## src/rtl/serial_logic_unit_pkg.sv

```systemverilog
// serial_logic_unit_pkg: shared opcode and state encodings for the serial logic unit
package serial_logic_unit_pkg;
  typedef enum logic [1:0] {OP_AND = 2'b00, OP_NAND = 2'b01, OP_OR = 2'b10, OP_XOR = 2'b11} op_t;
  typedef enum logic [1:0] {S_IDLE = 2'b00, S_RUN = 2'b01, S_DONE = 2'b10} state_t;
endpackage

```

## src/rtl/serial_logic_unit_cell.sv

```systemverilog
// serial_logic_unit_cell: 2-input gate primitives and the 1-bit logic cell built only from them
module and_gate (
  input  logic a,
  input  logic b,
  output logic y
);
  assign y = a & b;
endmodule

module NAND_gate (
  input  logic a,
  input  logic b,
  output logic y
);
  assign y = ~(a & b);
endmodule

module bit_logic_cell
  import serial_logic_unit_pkg::*;
(
  output logic       out,
  input  logic       a,
  input  logic       b,
  input  logic [1:0] op
);
  logic and_ab, nand_ab, na, nb, or_ab, xor_ab;
  and_gate  u_and  (.a(a),     .b(b),       .y(and_ab));
  NAND_gate u_nand (.a(a),     .b(b),       .y(nand_ab));
  NAND_gate u_na   (.a(a),     .b(a),       .y(na));
  NAND_gate u_nb   (.a(b),     .b(b),       .y(nb));
  NAND_gate u_or   (.a(na),    .b(nb),      .y(or_ab));
  and_gate  u_xor  (.a(or_ab), .b(nand_ab), .y(xor_ab));
  always_comb
    out = (op == OP_AND)  ? and_ab  :
          (op == OP_NAND) ? nand_ab :
          (op == OP_OR)   ? or_ab   : xor_ab;
endmodule

```

## src/rtl/serial_logic_unit.sv

```systemverilog
// serial_logic_unit: bit-serial AND/NAND/OR/XOR of two WIDTH-bit operands, one bit per clock
module serial_logic_unit
  import serial_logic_unit_pkg::*;
#(
  parameter int WIDTH = 8
) (
  input  logic             clk,
  input  logic             rst,
  input  logic             start,
  input  logic [1:0]       op,
  input  logic [WIDTH-1:0] a,
  input  logic [WIDTH-1:0] b,
  output logic [WIDTH-1:0] result,
  output logic             busy,
  output logic             done,
  output logic             zero
);
  localparam int CW = $clog2(WIDTH) + 1;
  state_t           state, nxt;
  logic [WIDTH-1:0] sa, sb, work, nwork;
  logic [1:0]       sop;
  logic [CW-1:0]    cnt;
  logic             bit_out, accept, last;
  bit_logic_cell u_cell (.out(bit_out), .a(sa[0]), .b(sb[0]), .op(sop));
  always_comb begin
    accept = start && (state != S_RUN);
    last   = cnt == CW'(WIDTH - 1);
    nwork  = {bit_out, work[WIDTH-1:1]};
    nxt    = accept ? S_RUN :
             (state == S_RUN) ? (last ? S_DONE : S_RUN) : S_IDLE;
  end
  always_ff @(posedge clk or posedge rst) begin
    if (rst) begin
      state  <= S_IDLE;
      result <= '0;
      busy   <= 1'b0;
      done   <= 1'b0;
      zero   <= 1'b0;
      cnt    <= '0;
      sa     <= '0;
      sb     <= '0;
      sop    <= 2'b00;
      work   <= '0;
    end else begin
      state <= nxt;
      busy  <= nxt == S_RUN;
      done  <= nxt == S_DONE;
      if (accept) begin
        sa   <= a;
        sb   <= b;
        sop  <= op;
        cnt  <= '0;
        work <= '0;
      end else if (state == S_RUN) begin
        work <= nwork;
        sa   <= sa >> 1;
        sb   <= sb >> 1;
        cnt  <= cnt + CW'(1);
        if (last) begin
          result <= nwork;
          zero   <= nwork == '0;
        end
      end
    end
  end
endmodule

```

## config.mk

```make
export PLATFORM = sky130hd
export DESIGN_NAME = serial_logic_unit
export DESIGN_NICKNAME = d
export VERILOG_FILES = /design/src/rtl/serial_logic_unit_pkg.sv /design/src/rtl/serial_logic_unit_cell.sv /design/src/rtl/serial_logic_unit.sv
export SDC_FILE = /design/constraint.sdc
export NUM_CORES = 1
export LEC_CHECK = 0
export BUFFER_PORTS_ARGS = -buffer_cell sky130_fd_sc_hd__buf_2
export CAP_MARGIN = 15
export CORE_MARGIN = 4
export CORE_UTILIZATION = 54
export CTS_CLUSTER_SIZE = 24
export DETAILED_ROUTE_END_ITERATION = 16
export HOLD_SLACK_MARGIN = 0.05
export PLACE_DENSITY = 0.89
export SLEW_MARGIN = 20
export SYNTH_ARGS = -nofsm -noshare
export SYNTH_HDL_FRONTEND = slang
export SYNTH_SLANG_ARGS = --single-unit
```

## constraint.sdc

```tcl
create_clock -name clk -period 2 [get_ports clk]
set_input_delay 0.4 -clock clk [delete_from_list [all_inputs] [get_ports clk]]
set_output_delay 0.4 -clock clk [all_outputs]
set_load 0.05 [all_outputs]
```

==> flow_metrics.tcl <==
set metrics [dict create \
    dr.first_iter.drc_count 154 \
    grt_usage 0.182 \
    die-area_sq_mm 0.00437 \
    die-height_microns 66.1 \
    maxSlewHeadroom 0.611 \
    hp-class "in -> async" \
    clock_latency_ns 0.36 \
    fin_setup_tns_ns 0 \
    fin_skew_ns 0.0120 \
    cts_resized 0 \
    viasPerCell 5.32 \
    rsz0062_at_grt "false" \
    clockRootBuffer "clkbuf_4" \
    synth_top_area_cell "dfrtp_1" \
    cts_tree "done" \
    reg2reg_setup_slack_ns 0.15 \
    initial_core_util 0.579 \
    final_nets 220 \
    firstDrtPassIters 4 \
    hold_viol_final 0 \
    cpMaxStageDelayCell "or3_1" \
    end_kind "flop" \
    regToRegEndpoint "result[0]" \
    synth_top_area_frac 0.562 \
    grt_pass1_wl_mm 5.89 \
    reg2reg_depth 5 \
    clk_pin_slew_ns 0.12 \
    drtAntennaViolNets 0 \
    wl_per_cell_microns 14.4 \
    cts_buffer_depth 2 \
    setup_viol 0 \
    synth_seq_area_share 0.562 \
    vias 1283 \
    fin_crit_ns 1.85 \
    synth_nets 189 \
    tightest_slew_ns 0.584 \
    antenna_found_initial 0 \
    gp_congestion 0.727 \
    rows 20 \
    path_class "reg -> reg" \
    ys_types 28 \
    mostFrequentLayoutCells "dfrtp_1, nand2_1, buf_2" \
    postCtsHoldBufs 0 \
    grt-ovfl-total 0 \
    crit_required_ns 2.26 \
    post-place-cells 233 \
    drive_above_1_share 0.279 \
    post-dp-hpwl_mm 2.31 \
    p_per_area_mw_per_mm2 1620 \
    fmax_mhz 542 \
    worst_ep_arrival_time_ns 2.11 \
    diodes 0 \
    avgSynthCellArea_sq_um 11.1 \
    final_common_cell "dfrtp_1" \
    utilization 0.678 \
    die_w_microns 66.1 \
    syn-instance-count 165 \
    peakVddDrop_mv 0.669 \
    critPathMaxFanout 9 \
    cap_violations 0 \
    ys_ff_latch 41 \
    io_buffers 31 \
    crit_chain "ha_1 -> nand2_1 -> or3_1 -> inv_6 -> mux2_2" \
    ios 32 \
    yosysWarnings 0 \
    syn_to_final_growth_pct 17.1 \
    wl_mm 3.47 \
    yosys-top-cells-area "dfrtp_1, mux2i_1, nand2_1" \
    htreeDepth 2 \
    syn_area_sq_mm 0.00183 \
    cp_top_family "simple AND/OR/NAND/NOR gates" \
    final_max_slew_viol_count 0 \
    core_sq_mm 0.00315 \
    r2r_start "cnt[0]" \
    total_leakage_power_nw 1.11 \
    cts_setup_buffers 0 \
    fillers 239 \
    finalNonFillerCells 241 \
    grt_pass1_vias 1248 \
    startpoint_type "flop" \
    fin_crit_sh 0.923 \
    clock_sinks 41 \
    slowest_delay_ns 0.57 \
    cts_made_buffers 5 \
    cp.buffers_inverters 1 \
    drc 0 \
    status "finished, final reports clean" \
    grt_max_degree 42 \
]
[state kept, by name, indices dropped and copies added, names as in the netlist]
register and cells:
sa 8, cnt 4, zero 1, result 8, sb 8, work 7
state 2, done 1, sop 2
[worst register-to-register path: cells and delay by family (launching register included)]
family / cells / cell delay, ns
and+or+nand+nor: 2 / 0.63
adders and majority gates: 1 / 0.21
DFF: 1 / 0.42
muxes: 1 / 0.34
buffers and inverters: 1 / 0.17
[area by class of cell]
cell class,count,area [sq um],share of cell area
well taps,44,55.1,0.0258
inverters,5,23.8,0.0111
multi-input cells,109,727,0.340
flip-flops and latches,41,1030,0.480
clock inverters,3,65.1,0.0304
repair buffers,34,203,0.0948
clock buffers,5,37.5,0.0176
[where the power goes]
| part | total [W] | internal (W) | switching (W) |
|---|---|---|---|
| sequential | 0.00140 | 0.00115 | 0.000247 |
| clock | 0.000656 | 0.000387 | 0.000269 |
| combinational | 0.00141 | 0.000511 | 0.000901 |
[stage by stage]
step	area, sq um	worst slack (ns)	hold slack [ns]	power, W
after floorplan	1830	0.255	0.444	0.00246
after global placement	2030	0.241	0.459	0.00275
after detailed placement	2030	0.195	0.467	0.00282
after CTS	2140	0.169	0.152	0.00349
after global routing	2140	0.0194	0.169	0.00372
final	2140	0.155	0.133	0.00347
[cell usage after synthesis]
| cell | count |
|---|---|
| nor4_1 | 1 |
| buf_2 | 5 |
| dfrtp_1 | 41 |
| nand3b_1 | 7 |
| buf_1 | 1 |
| mux2_4 | 6 |
| nor3b_1 | 1 |
| nor2_1 | 7 |
| or3_1 | 1 |
| o21ai_1 | 1 |
| nand4_1 | 1 |
| a31oi_1 | 1 |
| clkbuf_1 | 3 |
| nand2b_4 | 1 |
| buf_6 | 1 |
| inv_6 | 1 |
| nand3_1 | 1 |
| o21ai_0 | 19 |
| nor2b_1 | 1 |
| xor2_1 | 1 |
| nand2_1 | 33 |
| a21o_1 | 1 |
| inv_1 | 4 |
| ha_1 | 3 |
| a21oi_1 | 2 |
| nor3_1 | 1 |
| mux2i_1 | 16 |
| mux2_2 | 4 |
[metal layers]
| metal | GRT usage | part of all wire |
|---|---|---|
| met5 | 0 | 0 |
| met4 | 0.0761 | 0.019 |
| met3 | 0.0425 | 0.041 |
| met2 | 0.305 | 0.52 |
| met1 | 0.225 | 0.42 |
[kinds of logic (layout without fill, tap and decap cells)]
kind of cell / count (synthesis) / after routing / share of synthesized area
AOI/OAI and AO/OA: 24 / 24 / 0.0679
xor gates and xnor gates: 1 / 1 / 0.00480
adders and majority gates: 3 / 3 / 0.0206
buffers and inverters: 15 / 47 / 0.0411
DFF: 41 / 41 / 0.562
muxes: 26 / 26 / 0.162
and+or+nand+nor: 55 / 55 / 0.142
[worst max-delay path by stage]
stage / end / cells after the start / startpoint
CTS: result[0] / 5 / cnt[0]
finish: result[0] / 5 / cnt[0]
global placement: result[7] / 5 / cnt[0]
global route: result[0] / 5 / cnt[0]
floorplan: result[0] / 5 / state[0]
detailed placement: result[0] / 5 / cnt[0]
Power figures use the tool's default switching activity.
